### config.mk
export PLATFORM = sky130hd
export DESIGN_NAME = l2_request_queue_flat
export DESIGN_NICKNAME = d
export VERILOG_FILES = /design/src/rtl/l2_request_queue_pkg.sv /design/src/rtl/l2_request_queue_if.sv /design/src/rtl/l2_request_queue_storage.sv /design/src/rtl/l2_request_queue.sv /design/src/flat_wrapper.sv
export SDC_FILE = /design/constraint.sdc
export NUM_CORES = 1
export LEC_CHECK = 0
export ABC_AREA = 1
export CORE_ASPECT_RATIO = 2
export CORE_MARGIN = 5
export CORE_UTILIZATION = 28
export DETAILED_ROUTE_END_ITERATION = 8
export PLACE_DENSITY = 0.56
export SLEW_MARGIN = 10
export SYNTH_ARGS = -nofsm -noshare
export SYNTH_HDL_FRONTEND = slang
export SYNTH_SLANG_ARGS = --single-unit
### constraint.sdc
create_clock -name clk -period 5.9 [get_ports clk]
set_clock_uncertainty 0.1 [all_clocks]
set_input_delay 0.885 -clock clk [delete_from_list [all_inputs] [get_ports clk]]
set_output_delay 0.885 -clock clk [all_outputs]
set_load 0.005 [all_outputs]
### src/rtl/l2_request_queue_pkg.sv
`default_nettype none
// ============================================================================
// Module      : l2_request_queue_pkg
// Description : Shared defines for the L2 request path: the request packet
//               layout, the core identifier type and the system-wide request
//               queue depth.
// Revision    : 1.0 - initial release
// ============================================================================
package l2_request_queue_pkg;

  // Identifier of the issuing core.
  typedef logic [1:0] core_id_t;

  // Kind of L2 access carried by a request.
  typedef enum logic [1:0] {
    L2_OP_READ     = 2'd0,
    L2_OP_WRITE    = 2'd1,
    L2_OP_PREFETCH = 2'd2,
    L2_OP_EVICT    = 2'd3
  } l2_opcode_e;

  // One L2 request. valid marks a live packet; all other fields are
  // carried through the queue untouched.
  typedef struct packed {
    logic        valid;
    core_id_t    core_id;
    l2_opcode_e  opcode;
    logic [31:0] addr;
  } l2req_packet_t;

  // System-wide depth of each per-core request queue.
  localparam int L2_REQ_QUEUE_DEPTH = 4;

endpackage : l2_request_queue_pkg
`default_nettype wire

### src/rtl/l2_request_queue_if.sv
`default_nettype none
// ============================================================================
// Module      : l2_request_queue_if
// Description : Bundle of the core-facing and arbiter-facing signals of one
//               per-core L2 request queue.
//   enqueue_request : new request from the core (.valid = push)
//   almost_full     : occupancy at or above the almost-full threshold
//   full            : queue holds DEPTH entries
//   overflow        : sticky, a push arrived while full
//   l2i_request     : head entry offered to the L2 arbiter
//   l2_ready        : arbiter accepted the head this cycle
// Modports    : master - core/arbiter side, slave - the queue itself
// Revision    : 1.0 - initial release
// ============================================================================
interface l2_request_queue_if;
  import l2_request_queue_pkg::*;

  l2req_packet_t enqueue_request;
  logic          almost_full;
  logic          full;
  logic          overflow;
  l2req_packet_t l2i_request;
  logic          l2_ready;

  modport master (
    output enqueue_request,
    output l2_ready,
    input  almost_full,
    input  full,
    input  overflow,
    input  l2i_request
  );

  modport slave (
    input  enqueue_request,
    input  l2_ready,
    output almost_full,
    output full,
    output overflow,
    output l2i_request
  );

endinterface : l2_request_queue_if
`default_nettype wire

### src/rtl/l2_request_queue_storage.sv
`default_nettype none
// ============================================================================
// Module      : l2_request_queue_storage
// Description : DEPTH x l2req_packet_t register array with one synchronous
//               write port and one asynchronous read port. Contents are not
//               reset; the owner qualifies the read data with its own count.
// Ports       : clk        - clock
//               write_en   - write write_data at write_addr on the rising edge
//               write_addr - entry index for the write
//               write_data - packet to store
//               read_addr  - entry index for the read
//               read_data  - packet at read_addr (combinational)
// Revision    : 1.0 - initial release
// ============================================================================
module l2_request_queue_storage
  import l2_request_queue_pkg::*;
#(
  parameter int DEPTH = L2_REQ_QUEUE_DEPTH
) (
  input  logic                     clk,
  input  logic                     write_en,
  input  logic [$clog2(DEPTH)-1:0] write_addr,
  input  l2req_packet_t            write_data,
  input  logic [$clog2(DEPTH)-1:0] read_addr,
  output l2req_packet_t            read_data
);

  l2req_packet_t mem [DEPTH];

  always_ff @(posedge clk) begin
    if (write_en) begin
      mem[write_addr] <= write_data;
    end
  end

  assign read_data = mem[read_addr];

endmodule : l2_request_queue_storage
`default_nettype wire

### src/rtl/l2_request_queue.sv
`default_nettype none
// ============================================================================
// Module      : l2_request_queue
// Description : Per-core in-order request buffer in front of the L2 request
//               arbiter. The head entry is presented with a valid bit that
//               depends only on flops, so the arbiter may derive l2_ready
//               combinationally from it.
// Ports       : clk      - clock, rising edge
//               reset_n  - asynchronous active-low reset
//               bus      - l2_request_queue_if.slave (enqueue_request,
//                          almost_full, full, overflow, l2i_request, l2_ready)
//               perf_stall_cycles - (L2_REQ_QUEUE_PERF_EN) saturating count
//                          of cycles with a valid head not accepted
//               perf_high_water   - (L2_REQ_QUEUE_PERF_EN) peak occupancy
// Build option: L2_REQ_QUEUE_PERF_EN adds the two performance outputs.
// Revision    : 1.0 - initial release
// ============================================================================
module l2_request_queue
  import l2_request_queue_pkg::*;
#(
  parameter int DEPTH                 = L2_REQ_QUEUE_DEPTH,
  parameter int ALMOST_FULL_THRESHOLD = DEPTH - 1
) (
  input  logic                   clk,
  input  logic                   reset_n,
  l2_request_queue_if.slave      bus
`ifdef L2_REQ_QUEUE_PERF_EN
  ,
  output logic [31:0]            perf_stall_cycles,
  output logic [$clog2(DEPTH):0] perf_high_water
`endif
);

  localparam int PTR_W = $clog2(DEPTH);
  localparam int CNT_W = $clog2(DEPTH) + 1;
  localparam logic [CNT_W-1:0] DEPTH_LEVEL = CNT_W'(DEPTH);
  localparam logic [CNT_W-1:0] AF_LEVEL    = CNT_W'(ALMOST_FULL_THRESHOLD);

  logic [PTR_W-1:0] head;
  logic [PTR_W-1:0] tail;
  logic [CNT_W-1:0] count;
  logic [CNT_W-1:0] count_next;
  logic             almost_full_q;
  logic             full_q;
  logic             overflow_q;
  logic             push;
  logic             pop;
  logic             head_valid;
  l2req_packet_t    head_entry;
  l2req_packet_t    presented;

  // full_q is registered, so a push arriving while full is simply dropped
  // even if the head pops in the same cycle.
  assign head_valid = (count != '0);
  assign push       = bus.enqueue_request.valid && !full_q;
  assign pop        = head_valid && bus.l2_ready;

  always_comb begin
    count_next = count;
    if (push && !pop) begin
      count_next = count + CNT_W'(1);
    end else if (!push && pop) begin
      count_next = count - CNT_W'(1);
    end
  end

  always_ff @(posedge clk or negedge reset_n) begin
    if (!reset_n) begin
      head          <= '0;
      tail          <= '0;
      count         <= '0;
      almost_full_q <= 1'b0;
      full_q        <= 1'b0;
      overflow_q    <= 1'b0;
    end else begin
      if (push) begin
        tail <= tail + PTR_W'(1);   // DEPTH is a power of two: wraps naturally
      end
      if (pop) begin
        head <= head + PTR_W'(1);
      end
      count         <= count_next;
      almost_full_q <= (count_next >= AF_LEVEL);
      full_q        <= (count_next == DEPTH_LEVEL);
      if (bus.enqueue_request.valid && full_q) begin
        overflow_q <= 1'b1;
      end
    end
  end

  l2_request_queue_storage #(
    .DEPTH (DEPTH)
  ) u_storage (
    .clk        (clk),
    .write_en   (push),
    .write_addr (tail),
    .write_data (bus.enqueue_request),
    .read_addr  (head),
    .read_data  (head_entry)
  );

  // Storage is not cleared on reset, so an empty queue presents all-zero
  // rather than whatever stale packet sits at head.
  always_comb begin
    presented = '0;
    if (head_valid) begin
      presented       = head_entry;
      presented.valid = 1'b1;
    end
  end

  assign bus.l2i_request = presented;
  assign bus.almost_full = almost_full_q;
  assign bus.full        = full_q;
  assign bus.overflow    = overflow_q;

`ifdef L2_REQ_QUEUE_PERF_EN
  always_ff @(posedge clk or negedge reset_n) begin
    if (!reset_n) begin
      perf_stall_cycles <= '0;
      perf_high_water   <= '0;
    end else begin
      if (head_valid && !bus.l2_ready && (perf_stall_cycles != '1)) begin
        perf_stall_cycles <= perf_stall_cycles + 32'd1;
      end
      if (count_next > perf_high_water) begin
        perf_high_water <= count_next;
      end
    end
  end
`endif

endmodule : l2_request_queue
`default_nettype wire

### src/flat_wrapper.sv
// flat-port wrapper written by rule: the top's interface ports become plain ports
module l2_request_queue_flat import l2_request_queue_pkg::*;
#(
  parameter int DEPTH                 = L2_REQ_QUEUE_DEPTH,
  parameter int ALMOST_FULL_THRESHOLD = DEPTH - 1
)
  (clk, reset_n, bus_enqueue_request, bus_l2_ready, bus_almost_full, bus_full, bus_overflow, bus_l2i_request);
  l2_request_queue_if bus_i ();
  input  logic clk;
  input  logic reset_n;
  input wire logic [$bits(bus_i.enqueue_request)-1:0] bus_enqueue_request;
  input wire logic [$bits(bus_i.l2_ready)-1:0] bus_l2_ready;
  output wire logic [$bits(bus_i.almost_full)-1:0] bus_almost_full;
  output wire logic [$bits(bus_i.full)-1:0] bus_full;
  output wire logic [$bits(bus_i.overflow)-1:0] bus_overflow;
  output wire logic [$bits(bus_i.l2i_request)-1:0] bus_l2i_request;
  assign bus_i.enqueue_request = bus_enqueue_request;
  assign bus_i.l2_ready = bus_l2_ready;
  assign bus_almost_full = bus_i.almost_full;
  assign bus_full = bus_i.full;
  assign bus_overflow = bus_i.overflow;
  assign bus_l2i_request = bus_i.l2i_request;
  l2_request_queue #(.DEPTH(DEPTH), .ALMOST_FULL_THRESHOLD(ALMOST_FULL_THRESHOLD)) u_core (.clk(clk), .reset_n(reset_n), .bus(bus_i));
endmodule
* After elaboration in Yosys (flattened, before gate mapping)
Memory sizes are Yosys's and may differ from the RTL's.
Index checks and enable logic that the tools add are counted.
** Word-level totals
- ROM bits :: 0
- Memories kept :: 1
- Input port bits :: 40
- Bits in latches :: 0
- Memory bits (writable) :: 148
- Bits in registers :: 10
- Output and inout bits :: 40
- Logic and storage cells :: 27
** Operators by class
- Reduce and logical (&&, ||, !) cells :: 9
- Muxes and demuxes :: 5
- Add/subtract/negate cells :: 4
- $lt $le $gt $ge :: 1
- Shifts and indexed selects :: 0
- Divide/modulo/power cells :: 0
- Bitwise logic cells :: 0
- Equal/unequal tests :: 1
- Multipliers :: 0
** Memory list
- u_core.u_storage.mem :: words 4, bits a word 37, rd ports 1, clocked after Yosys merged registers in 0, wr ports 1, RTL line l2_request_queue_storage.sv:28 : l2req_packet_t mem [DEPTH];
** Operator list (number)
- $mux W37 :: 1
- $mux W3 :: 2
- $logic_and A1 B1 Y1 :: 5
- $add A2 B1 Y2 const B :: 2
- $add A3 B1 Y3 const B :: 1
- $eq A3 B3 Y1 const B :: 1
- $ge A3 B2 Y1 const B :: 1
- $logic_not A1 Y1 :: 3
- $reduce_bool A3 Y1 :: 1
- $sub A3 B1 Y3 const B :: 1
- $mux W1 :: 2

* Depth between registers and ports, before layout
Gate-level depths: netlist of run 1.
- Depth after elaboration :: 7
- Gate-level depth with buffers :: 11
- Depth with buffers taken out :: 11

* By module
Synthesis of run 1 repeated with hierarchy kept, for this count alone.
** Unflattened totals
- Cells, all modules :: 732
- Area total of the unflattened synthesis :: 7125.6 um^2
** Modules (own cells, without submodules)
- l2_request_queue_storage :: area an instance 6239.7 um^2, instances 1, cells an instance 587
- l2_request_queue :: area an instance 885.8 um^2, instances 1, cells an instance 145

* Worst setup path after synthesis of run 1
No wires, ideal clock.
- Kind :: input port to flip-flop
- Start point :: input port bus_enqueue_request[36]
- End point :: memory u_core.u_storage.mem[0][0] (netlist name), enable pin
- Data arrival time :: 2.522 ns
- Path buffers :: 0
- Cell stages on the path :: 2
- Setup slack :: 2.849 ns
- Data required time :: 5.371 ns
- Setup time :: 0.429 ns
- Cell sequence :: nand2_2 -> nor2_1
** On the way
- Word-level cells in the longest chain between the ends :: 3
** Ends and longest elaborated chain
- start: declaration :: RTL line flat_wrapper.sv:11 : input wire logic [$bits(bus_i.enqueue_request)-1:0] bus_enqueue_request;
- $logic_and A1 B1 Y1 :: RTL line l2_request_queue.sv:55 : assign push = bus.enqueue_request.valid && !full_q;
- $mux W1 :: RTL line l2_request_queue_storage.sv:31 : if (write_en) begin
- $mux W1 (not written as such) :: RTL line l2_request_queue_storage.sv:32 : mem[write_addr] <= write_data;
- end: declaration :: RTL line l2_request_queue_storage.sv:28
Every way passes these cells.

* Worst setup path in the final report of run 1
- Start point :: register u_core.head[1]
- End point :: output port bus_l2i_request[9]
** On the way
- Word-level cells in the longest chain between the ends :: 2
** Ends and longest elaborated chain
- start: declaration :: RTL line l2_request_queue.sv:39 : logic [PTR_W-1:0] head;
- start signal: assignment :: RTL line l2_request_queue.sv:80 : head <= head + PTR_W'(1);
- $mem_v2 Z4 W37
- $mux W37 :: RTL line l2_request_queue.sv:106 : if (head_valid) begin
- end: declaration :: RTL line flat_wrapper.sv:16 : output wire logic [$bits(bus_i.l2i_request)-1:0] bus_l2i_request;
Every way passes these cells.

==> impl_metrics.tcl, run 1 <==
set metrics [dict create \
    h-tree-depth 4 \
    tightest_slew_ps 1124 \
    clk_latency_ps 410 \
    die-area_um2 25450 \
    cts.hold.buffers_added 0 \
    dpl.cell_count 834 \
    diodes 0 \
    ys_ff_latch 154 \
    cp_data_arrival_time_ps 3070 \
    viasPerCell 4.568 \
    grtUsageTotal_pct 11.52 \
    synth-seq-area-share_pct 73.64 \
    synth.net_count 547 \
    cts_inserted_buffers 17 \
    antenna_found_initial 0 \
    p_int_w 0.002860 \
    final.setup.worst_slack_ps 1842 \
    area_delta_synth_final_pct 26.77 \
    status "complete, no violations" \
    p_leak_nw 2.713 \
    power_frac_clock_pct 26.4 \
    start_util_pct 28.28 \
    rsz0062_at_grt "no" \
    die_y_um 220.7 \
    drv_cap 0 \
    worstSetupPathType "reg2out" \
    cts_resized 0 \
    crit_required_ps 4910 \
    cts_tree "done" \
    cts_buffer_depth 2 \
    wirelength_um 14190 \
    clock.fmax_ghz 0.2465 \
    ant_nets 0 \
    switching_share_pct 33.00 \
    final_area_um2 7875 \
    worstSetupStartpointType "flop" \
    ir_worst_vdd_v 0.0002548 \
    critPathMaxFanout 38 \
    dpl.hpwl_um 8613 \
    remaining_drc_errors 0 \
    wl_per_cell_um 16.39 \
    routabilityCongestion 0.7790 \
    clock-sinks 154 \
    post-route-period-util_pct 68.77 \
    die_w_um 115.3 \
    power.density_nw_per_um2 542.0 \
    place_ws_ps 2200 \
    yosysUniqueCellTypes 22 \
    seqPwrFrac_pct 36.7 \
    setup_viol 0 \
    grt_pass1_wl_um 21760 \
    core_area_um2 21970 \
    numPortBuffers 79 \
    cp-end-kind "output pin" \
    boundaryPins 80 \
    syn_avg_cell_area_um2 12.42 \
    rows 77 \
    syn-cell-area_um2 6212 \
    hp-class "reg2reg" \
    period_needed_ps 4058 \
    dr.pass1.iters 4 \
    fin_cells 866 \
    drt-initial-drc-count 213 \
    place_area_um2 7252 \
    yosysWarnings 0 \
    post_cts_buffers 0 \
    vias 3956 \
    slew_viol_final 0 \
    p_comb_share_pct 36.9 \
    grt_pass1_vias 4121 \
    drive_above_1_share_pct 10.17 \
    worst_slew_margin_rel_pct 24.95 \
    p_switching_w 0.001409 \
    grt_max_degree 74 \
    syn_inst 500 \
    fill_cells 2116 \
    hold_violations 0 \
    grt_overflow 0 \
    path_clk_slew_ps 60 \
    fin_nets 624 \
    cts-root-buf "clkbuf_16" \
    regToRegSetupSlack_ps 4060 \
    tns_ps 0 \
]
area by class of cell:
class / instances / area [µm²] / area share, %
clock buffer: 17 / 425.4 / 5.402
clock inverter: 15 / 197.7 / 2.510
inverter: 18 / 67.56 / 0.8580
multi-input combinational: 302 / 1434 / 18.21
sequential: 154 / 4577 / 58.12
tap: 276 / 345.3 / 4.385
timing repair buffer: 84 / 828.3 / 10.52
cells in the final DEF, fill, tap and decap left out, types with 4 or more instances in the layout:
cell / count
a21oi_1: 37
buf_4: 5
bufinv_16: 4
clkbuf_16: 17
clkdlybuf4s50_1: 79
clkinv_2: 4
dfrtp_1: 8
edfxtp_1: 144
ha_1: 7
inv_1: 11
inv_2: 7
nand2_1: 14
nand3_1: 7
nor2_1: 146
nor2_2: 5
nor2_4: 4
o21ai_0: 55
o21ai_1: 18
final timing paths:
path / endpoint / startpoint / depth (start not counted)
setup / recovery: bus_l2i_request[9] / u_core.head[1]$_DFFE_PN0P_ / 5
hold / removal: u_core.bus.overflow$_DFFE_PN0P_ / u_core.bus.overflow$_DFFE_PN0P_ / 1
setup reg to reg: u_core.head[1]$_DFFE_PN0P_ / u_core.head[0]$_DFFE_PN0P_ / 3
hold reg to reg: u_core.bus.overflow$_DFFE_PN0P_ / u_core.bus.overflow$_DFFE_PN0P_ / 1
max in group asynchronous: u_core.head[0]$_DFFE_PN0P_ / reset_n / 1
min in group asynchronous: u_core.count[0]$_DFF_PN0_ / reset_n / 1
per-layer routing:
layer,global-route usage [%],routed length [µm]
met4,6.698,368
met5,0,0
met3,2.983,526
met2,21.06,7935
met1,11.51,5364
sequential cells by signal, indices dropped and copies added, names as in the netlist:
register                count
u_core.head                 2
u_core.tail                 2
u_core.bus.full             1
u_core.bus.overflow         1
u_core.u_storage.mem      144
u_core.count                3
u_core.bus.almost_full      1
cells in the mapped netlist:
master	instances	area share, %
a21o_1	1	0.12
nand2_2	1	0.10
inv_1	11	0.66
a21oi_1	37	3.0
edfxtp_1	144	70
xor2_1	3	0.42
buf_1	1	0.060
nand2_4	3	0.54
ha_1	7	1.4
o21ai_1	18	1.5
dfrtp_1	10	4.0
nand2_1	14	0.85
buf_4	1	0.12
nand3_2	1	0.16
nand3_1	7	0.56
nor2_1	150	9.1
buf_2	4	0.32
nor2_2	5	0.50
o21ai_0	55	4.4
clkbuf_1	12	0.73
inv_2	7	0.42
buf_6	8	1.5
through the flow:
stage | power [W] | hold WS, ps | utilization (%)
6_report | 0.004268 | 361.2 | 35.85
5_1_grt | 0.004555 | 395.9 | 35.85
4_1_cts | 0.004338 | 361.5 | 35.85
3_5_place_dp | 0.003197 | 347.6 | 33.01
3_3_place_gp | 0.003166 | 345.6 | 33.01
2_1_floorplan | 0.002439 | 351.0 | -
power groups by stage:
stage               sequential [W]  clock [W]  combinational [W]
CTS                        0.00157    0.00115            0.00162
global route               0.00159    0.00120            0.00176
finish                     0.00157    0.00113            0.00158
global placement           0.00158          0            0.00159
floorplan                  0.00154          0           0.000903
detailed placement         0.00159          0            0.00161
cell families (layout without fill, tap and decap cells):
group,Yosys count,in the layout,synth area share [%]
xor gates and xnor gates,3,3,0.4230
and+or+nand+nor,181,181,11.78
adders and majority gates,7,7,1.410
AOI/OAI and AO/OA,111,111,8.983
DFF,154,154,73.64
buffers and inverters,44,134,3.766
critical path, stage by stage (launching register included):
cell and delay (ps):
dfrtp_2 920, inv_2 550, nor2_1 220, o21ai_0 110, a21oi_1 260, clkdlybuf4s50_1 560
No activity file was read; power rests on OpenSTA's default activity.
==> inputs of run 2 (changes only) <==
- clock period: 5.9 -> 3.8 ns (I/O delays scaled with it)
==> run 2 against run 1 <==
  * Critical path depth did not move
  * Largest power group unchanged
  * Die area did not move
  * Combinational power rose by 57%
  * Worst hold slack improved by 2.0 ps
  * Wire length rose by 2.8%
  * Largest cell class unchanged
  * Register-to-register slack got worse by 2200 ps
==> impl_metrics.tcl, run 2 (synthesis gave the netlist of run 1 again) <==
set metrics [dict create \
    worst_slew_margin_rel_pct 45.84 \
    switching_share_pct 33.34 \
    dr.pass1.iters 4 \
    fin_nets 627 \
    rsz0062_at_grt "no" \
    boundaryPins 80 \
    grt_overflow 0 \
    r2r-start "u_core.tail[0]$_DFFE_PN0P_" \
    worstSetupStartpointType "flop" \
    die_y_um 220.7 \
    dpl.hpwl_um 9215 \
    crit_required_ps 3130 \
    cts_tree "done" \
    worstSetupPathType "reg2out" \
    tns_ps 0 \
    slew_viol_final 0 \
    tightest_slew_ps 811.2 \
    core_area_um2 21970 \
    reg2reg_depth 5 \
    start_util_pct 28.28 \
    die_w_um 115.3 \
    max_stage_delay_ps 760 \
    path_clk_slew_ps 60 \
    viasPerCell 4.537 \
    ir_worst_vdd_v 0.0004348 \
    clk_latency_ps 430 \
    cts.hold.buffers_added 0 \
    drv_cap 0 \
    cts-root-buf "clkbuf_16" \
    routabilityCongestion 0.7353 \
    power.density_nw_per_um2 838.0 \
    grt_max_degree 41 \
    mostFrequentLayoutCell "nor2_1" \
    period_needed_ps 3415 \
    area_delta_synth_final_pct 27.83 \
    setup_viol 0 \
    seqPwrFrac_pct 37.1 \
    p_total_w 0.006655 \
    startpoint "u_core.head[1]$_DFFE_PN0P_" \
    rows 77 \
    antenna_found_initial 1 \
    h-tree-depth 4 \
    vias 3947 \
    post_cts_buffers 0 \
    critical_path.cell_chain "inv_2, nor2_1, o21ai_1, a21oi_1, clkdlybuf4s50_1" \
    p_leak_nw 2.729 \
    die-area_um2 25450 \
    numPortBuffers 79 \
    cts_inserted_buffers 17 \
    grt_pass1_wl_um 22850 \
    cp_data_arrival_time_ps 2750 \
    power_frac_clock_pct 25.6 \
    hold_ws_ps 363.2 \
    regMostFlops "u_core.u_storage.mem" \
    cp-end-kind "output pin" \
    post-route-period-util_pct 89.88 \
    regToRegSetupSlack_ps 1820 \
    wirelength_um 14600 \
    status "complete, no violations" \
    p_comb_share_pct 37.3 \
    grtUsageTotal_pct 12.15 \
    largest_reg_flops 144 \
    clock-sinks 154 \
    hold_violations 0 \
    grt_pass1_vias 4261 \
    critPathMaxFanout 38 \
    cts_resized 1 \
    final_cell_mix "146 x nor2_1, 144 x edfxtp_1, 79 x clkdlybuf4s50_1, 55 x o21ai_0, 37 x a21oi_1" \
    clock.fmax_ghz 0.2928 \
    critical_path.endpoint "bus_l2i_request[28]" \
    drive_above_1_share_pct 10.46 \
    p_int_w 0.004436 \
    top_regs "u_core.u_storage.mem x144, u_core.count x3" \
    p_switching_w 0.002219 \
    wl_per_cell_um 16.78 \
    r2r_end "u_core.u_storage.mem[2][4]$_DFFE_PP_" \
    remaining_drc_errors 0 \
    crit_slowest_cell "dfrtp_4" \
    cts_buffer_depth 2 \
    drt-initial-drc-count 103 \
    hp-class "reg2reg" \
    ant_nets 0 \
]
[run 2: cell count changes in the layout (fill, tap and decap cells not counted), sizes merged]
cell | previous run | this run
inv | 20 | 21
bufinv | 4 | 3
clkinvlp | 3 | 4
diode | 0 | 1
clkinv | 6 | 5
buf | 5 | 8
[run 2: worst max-delay path, delay by kind of cell, from the launching register on]
family	cells	cell delay, ps
AOI/OAI and AO/OA	2	340
buffers and inverters	2	1020
DFF	1	760
and+or+nand+nor	1	190
[run 2: final cells by class]
type	count	area [µm²]
antenna	1	2.502
clock buffer	17	425.4
clock inverter	15	173.9
fill	2140	14020
inverter	18	67.56
multi-input combinational	302	1434
sequential	154	4579
tap	276	345.3
timing repair buffer	87	913.4
[run 2: power groups by stage]
stage | Clock, W | Sequential (W) | Combinational (W)
after floorplan | 0 | 0.00238 | 0.00140
after global placement | 0 | 0.00249 | 0.00252
after detailed placement | 0 | 0.00251 | 0.00255
after CTS | 0.00175 | 0.00248 | 0.00256
after global routing | 0.00182 | 0.00251 | 0.00279
final | 0.00171 | 0.00247 | 0.00248
[run 2: layer usage]
layer	share of wire, %	wire length [µm]	GRT usage [%]
met5	0	0	0
met4	3.3	475	6.855
met3	4.5	658	3.284
met2	55	8060	21.81
met1	37	5401	12.51
[run 2: metrics by stage]
| stage | util (%) | cells | setup slack, ps | instance area [µm²] |
|---|---|---|---|---|
| after detailed placement | 33.40 | 837 | 448.5 | 7337 |
| after floorplan | - | 500 | 1064 | 6212 |
| after CTS | 36.14 | 869 | 275.3 | 7939 |
| final | 36.15 | 870 | 384.6 | 7941 |
| after global routing | 36.15 | 870 | 188.5 | 7941 |
| after global placement | 33.40 | 837 | 471.6 | 7337 |
[run 2: worst min path at each step]
stage | from | endpoint | slack, ps | depth (start not counted)
global route | reset_n | u_core.count[2]$_DFF_PN0_ | 380 | 1
detailed placement | u_core.bus.overflow$_DFFE_PN0P_ | u_core.bus.overflow$_DFFE_PN0P_ | 350 | 1
finish | u_core.bus.overflow$_DFFE_PN0P_ | u_core.bus.overflow$_DFFE_PN0P_ | 360 | 1
floorplan | reset_n | u_core.bus.almost_full$_DFF_PN0_ | 170 | 0
global placement | u_core.bus.overflow$_DFFE_PN0P_ | u_core.bus.overflow$_DFFE_PN0P_ | 350 | 1
CTS | reset_n | u_core.count[2]$_DFF_PN0_ | 350 | 1
